File: src/rtl/dec_pingpong_ram.sv
// dec_pingpong_ram: multi-bank hard-decision frame store between the
// LDPC decoder (writer) and the output unloader (reader).
module dec_pingpong_ram #(
  parameter int DATA_WIDTH = 1,
  parameter int ADDR_WIDTH = 8,
  parameter int RAM_DEPTH  = 1 << ADDR_WIDTH,
  parameter int NUM_BANKS  = 2,
  localparam int BANK_W    = $clog2(NUM_BANKS)
) (
  input  logic                  clk,
  input  logic                  rst_n,
  input  logic                  wr_en,
  input  logic [ADDR_WIDTH-1:0] wr_addr,
  input  logic [DATA_WIDTH-1:0] wr_data,
  input  logic                  wr_done,
  output logic                  wr_ready,
  input  logic                  rd_en,
  input  logic [ADDR_WIDTH-1:0] rd_addr,
  input  logic                  rd_done,
  output logic                  rd_avail,
  output logic [DATA_WIDTH-1:0] rd_data,
  output logic                  rd_valid,
  output logic [BANK_W-1:0]     wr_bank,
  output logic [BANK_W-1:0]     rd_bank,
  output logic [BANK_W:0]       full_cnt,
  output logic                  err_ovf,
  output logic                  err_udf
);

  localparam logic [BANK_W:0]   FULL = (BANK_W+1)'(NUM_BANKS);
  localparam logic [BANK_W-1:0] LAST = BANK_W'(NUM_BANKS - 1);

  logic [DATA_WIDTH-1:0] mem [NUM_BANKS][RAM_DEPTH];

  logic wr_ok;
  logic rd_ok;
  logic wdone_ok;
  logic rdone_ok;
  logic ovf_hit;
  logic udf_hit;

  function automatic logic [BANK_W-1:0] bump(
    input logic [BANK_W-1:0] b
  );
    return (b == LAST) ? '0 : b + 1'b1;
  endfunction

  assign wr_ready = (full_cnt < FULL);
  assign rd_avail = (full_cnt != '0);

  assign wr_ok    = wr_en & wr_ready;
  assign rd_ok    = rd_en & rd_avail;
  assign wdone_ok = wr_done & wr_ready;
  assign rdone_ok = rd_done & rd_avail;
  assign ovf_hit  = (wr_en | wr_done) & ~wr_ready;
  assign udf_hit  = (rd_en | rd_done) & ~rd_avail;

  // Storage is never reset; only the control state is.
  always_ff @(posedge clk) begin
    if (wr_ok) begin
      mem[wr_bank][wr_addr] <= wr_data;
    end
  end

  always_ff @(posedge clk or negedge rst_n) begin
    if (!rst_n) begin
      rd_data  <= '0;
      rd_valid <= 1'b0;
    end else begin
      rd_valid <= rd_ok;
      if (rd_ok) begin
        rd_data <= mem[rd_bank][rd_addr];
      end
    end
  end

  always_ff @(posedge clk or negedge rst_n) begin
    if (!rst_n) begin
      wr_bank <= '0;
      rd_bank <= '0;
    end else begin
      if (wdone_ok) begin
        wr_bank <= bump(wr_bank);
      end
      if (rdone_ok) begin
        rd_bank <= bump(rd_bank);
      end
    end
  end

  // Simultaneous accepted done pulses cancel in the occupancy count.
  always_ff @(posedge clk or negedge rst_n) begin
    if (!rst_n) begin
      full_cnt <= '0;
    end else begin
      unique case ({wdone_ok, rdone_ok})
        2'b10:   full_cnt <= full_cnt + 1'b1;
        2'b01:   full_cnt <= full_cnt - 1'b1;
        default: full_cnt <= full_cnt;
      endcase
    end
  end

  always_ff @(posedge clk or negedge rst_n) begin
    if (!rst_n) begin
      err_ovf <= 1'b0;
      err_udf <= 1'b0;
    end else begin
      err_ovf <= err_ovf | ovf_hit;
      err_udf <= err_udf | udf_hit;
    end
  end

endmodule

File: config.mk
export PLATFORM = sky130hd
export DESIGN_NAME = dec_pingpong_ram
export DESIGN_NICKNAME = d
export VERILOG_FILES = /design/src/rtl/dec_pingpong_ram.sv
export SDC_FILE = /design/constraint.sdc
export NUM_CORES = 1
export LEC_CHECK = 0
export BUFFER_PORTS_ARGS = -buffer_cell sky130_fd_sc_hd__buf_2
export CORE_MARGIN = 10
export CORE_UTILIZATION = 55
export DETAILED_ROUTE_END_ITERATION = 6
export GPL_TIMING_DRIVEN = 0
export MAX_ROUTING_LAYER = met4
export PLACE_DENSITY_LB_ADDON = 0.3
export RECOVER_POWER = 100
export SLEW_MARGIN = 0
export SYNTH_ARGS = -nofsm -noshare
export SYNTH_HDL_FRONTEND = slang
export SYNTH_SLANG_ARGS = --single-unit
File: constraint.sdc
create_clock -name clk -period 2.8 [get_ports clk]
set_input_delay 0.28 -clock clk [delete_from_list [all_inputs] [get_ports clk]]
set_output_delay 0.28 -clock clk [all_outputs]
set_load 0.005 [all_outputs]
==> flow_summary.toml <==
[power_and_ir_drop]
p_sw_frac = 0.269
power.ir.vdd_worst_uv = 670
total_switching_power_w = 0.00515
p_leak_nw = 7.55
seq_power_share = 0.451
p_comb_frac = 0.199
power_per_cell_area_mw_per_mm2 = 754
total_power_w = 0.0192
internal-power_w = 0.0140
pwr-share-clk = 0.350

[worst_hold_path]
hold_path_class = "input port to flop"
hold_path.startpoint = "rd_done"
whs_path_depth = 3
min_delay_worst_endpoint = "rd_bank"

[placement]
postPlaceCellArea_mm2 = 0.0235
place_congestion = 1.01
place_hpwl_mm = 42.5
io_buffer_count = 25

[global_routing]
globalRouteOverflowTotal = 0
grt_pass1_wl_mm = 96.1
grt_antenna_before_repair = 2
grt_pass1_vias = 14300
grt_max_degree = 190
global_routing_usage_summed_across_all_routing_layers = 0.272

[yosys]
synth_top_cell_area_share = 0.679
yosys-top-cells-count = "sky130_fd_sc_hd__nor2_1 (527), sky130_fd_sc_hd__edfxtp_1 (512), sky130_fd_sc_hd__mux4_2 (121), sky130_fd_sc_hd__clkbuf_1 (85), sky130_fd_sc_hd__nand2_1 (66)"
yosys.cell_count.top_type = "sky130_fd_sc_hd__nor2_1"
synth.yosys.warnings = 0
syn_avg_cell_area_um2 = 14.4
postSynthNetCount = 1601
synth.area.top_cells = "sky130_fd_sc_hd__edfxtp_1 (68%), sky130_fd_sc_hd__mux4_2 (12%), sky130_fd_sc_hd__nor2_1 (8.7%)"
synth_cell_types = 47
post-synth-top-area-cell = "sky130_fd_sc_hd__edfxtp_1"
sequential_to_total_area_share_from_yosys_stat = 0.688
postSynth.topFlopCell = "sky130_fd_sc_hd__edfxtp_1"
edff_count_synth = 512
asyncSetResetFlopFracSynth = 0.0154
netlist_instances = 1577
yosys_register_bits = 520
mappedNetlistArea_mm2 = 0.0226

[run]
drv_cap = 1

[timing]
clock-skew-final_ns = 0.0136
maxClockFrequency_mhz = 323
final_max_slew_viol_count = 156
layout_worst_path_cycle_share = 1.10
total_count_of_hold_check_failures_in_the_final_report = 0
final_report_setup_violation_count = 1
setup_slack_ns = -0.293
tightest_slew_ns = 2.80
relSlewSlack = -0.870
period_minus_slack_ns = 3.09
rsz0062_at_grt = "true"

[status]
outcome = "finished, violations left"
failed_checks = "max-capacitance violations, max-slew violations, negative setup slack"

[worst_setup_path]
rr_worst_depth = 11
path_max_fanout = 10
endpoint_kind = "flop"
critPathRequiredTime_ns = 3.31
start_kind = "input port"
criticalPathCategory = "input port to flop"
crit_path_cell_trace = "clkbuf_1, buf_1, inv_2, buf_1, nand2_1, a311oi_1, nor4_1, nor4_1, o32ai_2, a41oi_1"
reg2reg_capture_point = "rd_data"
critical_path.slowest_cell = "sky130_fd_sc_hd__buf_1"
reg2reg_setup_slack_ns = -0.23
worst_r2r_startpoint = "rd_bank"
cp_data_arrival_time_ns = 3.60
max_stage_delay_ns = 0.61

[clocking]
clkSinkCount = 520
h-tree-depth = 2
worstSkewPairLatency_ns = 0.61
cts-root-to-sink-buffers = 3
cts-root-buf = "sky130_fd_sc_hd__clkbuf_16"
clkSlewWorstSetupHoldPaths_ns = 0.06
tritoncts = "done"
cts_made_buffers = 52

[route]
detail_route.vias_per_cell = 6.56
drt-pass1-iter-count = 6
routed_wl_mm = 66.4
detail_route.wl_per_cell_um = 29.5
dr.first_iter.drc_count = 2543
antenna_left = 0
drc = 0
via_count = 14800

[die]
coreArea_mm2 = 0.0407
initial_core_util = 0.556
die_width_um = 223
fp.dieH_um = 223
die-area_mm2 = 0.0497
placementRows = 74
ioPinCount = 33

[cells_and_area]
stdcell_area_mm2 = 0.0254
finish.net_count = 1701
layout-drive-gt1-share = 0.164
syn_to_final_growth_pct = 12.3
## metal layers
| layer | vias to the layer above | global-route usage | share of wire |
|---|---|---|---|
| li1 | 6039 | - | - |
| met5 | - | - | 0 |
| met3 | 189 | 0.0625 | 0.12 |
| met2 | 1046 | 0.415 | 0.47 |
| met1 | 7500 | 0.350 | 0.36 |
| met4 | 0 | 0.111 | 0.047 |
## worst max-delay path: cells and delay by family
family,cells,cell delay (ns)
buffers and inverters,4,1.75
and+or+nand+nor,3,0.70
AOI/OAI and AO/OA,3,0.85
## power by group through the flow
stage / combinational (W) / clock (W) / sequential [W]
after CTS: 0.00369 / 0.00673 / 0.00864
final: 0.00381 / 0.00671 / 0.00864
after global placement: 0.00345 / 0 / 0.00885
after detailed placement: 0.00348 / 0 / 0.00880
after global routing: 0.00395 / 0.00705 / 0.00865
after floorplan: 0.00225 / 0 / 0.00880
## placed cells by master, fill, tap and decap left out, drive strengths merged, types with 2 or more instances in the layout
master       synthesis  routed
nor2               527     527
edfxtp             512     512
clkbuf              85     172
mux4               121     121
nand2               66      66
buf                 40      57
clkinv               0      27
nand3               25      25
mux2i               21      21
mux2                15      15
nor2b               13      13
a22oi               12      12
a21oi               11      11
a211oi              11      11
o21ai               10      10
nand2b              10      10
o22ai               10      10
nand4                9       9
dfrtp                8       8
nor3                 7       7
inv                  7       7
dlygate4sd3          0       6
nor4                 5       5
a31oi                5       5
and2                 4       4
xnor2                4       4
o31ai                4       4
nor3b                4       4
a221oi               4       4
and3                 3       3
or3                  3       3
o311ai               3       3
bufinv               0       3
and3b                2       2
a22o                 2       2
a41oi                2       2
o21a                 2       2
o32ai                2       2
## area by class of cell
class / instances / area (µm²)
fill: 3077 / 15300
sequential: 520 / 15600
antenna: 1 / 2.50
timing repair buffer: 46 / 280
clock inverter: 31 / 225
tap: 532 / 666
buffer: 125 / 684
multi-input combinational: 925 / 6580
clock buffer: 65 / 1390
inverter: 7 / 26.3
## flip-flops by register name, indices dropped and copies added, names as in the netlist
register and flops:
err_ovf 1, err_udf 1, full_cnt 2, mem 512
rd_bank 1, rd_data 1, rd_valid 1, wr_bank 1
## stage by stage
stage	cells	utilization	hold WS, ns	setup TNS, ns	worst slack (ns)
floorplan	1577	-	-0.0156	0	0.373
global placement	2134	0.575	0.127	-1888.59	-3.69
detailed placement	2136	0.577	0.130	-28.86	-0.905
CTS	2247	0.624	0.0351	-1.15	-0.201
global route	2252	0.624	0.118	-4.67	-0.273
finish	2252	0.624	0.0957	-0.293	-0.293
## cell families (layout without fill, tap and decap cells)
kind of cell / after synthesis / in the layout / synth area share
AO/OA/AOI/OAI: 83 / 83 / 0.0254
AND/OR/NAND/NOR: 679 / 679 / 0.121
adder cells (fa/ha/maj): 1 / 1 / 0.000552
flip-flops: 520 / 520 / 0.688
XOR/XNOR: 5 / 5 / 0.00193
multiplexers: 157 / 157 / 0.137
other: 0 / 1 / 0
buffers and inverters: 132 / 274 / 0.0264
## repair_timing
item / in CTS / in global routing
hold buffers: 6 / 0
endpoints found under the setup margin: 180 / 222
pin swaps: 2 / 3
buffers inserted: 9 / 4
hold endpoints to repair: 11 / 0
gates resized for setup: 37 / 26
## worst max path at each step
stage,start,to,depth (start not counted)
2_1_floorplan,rd_bank,rd_data,10
3_3_place_gp,wr_data,mem[0][233],1
3_5_place_dp,rd_addr[1],rd_data,10
4_1_cts,rd_bank,rd_data,10
5_1_grt,rd_bank,rd_data,9
6_report,rd_addr[2],rd_data,10
(Power assumes the default switching activity.)
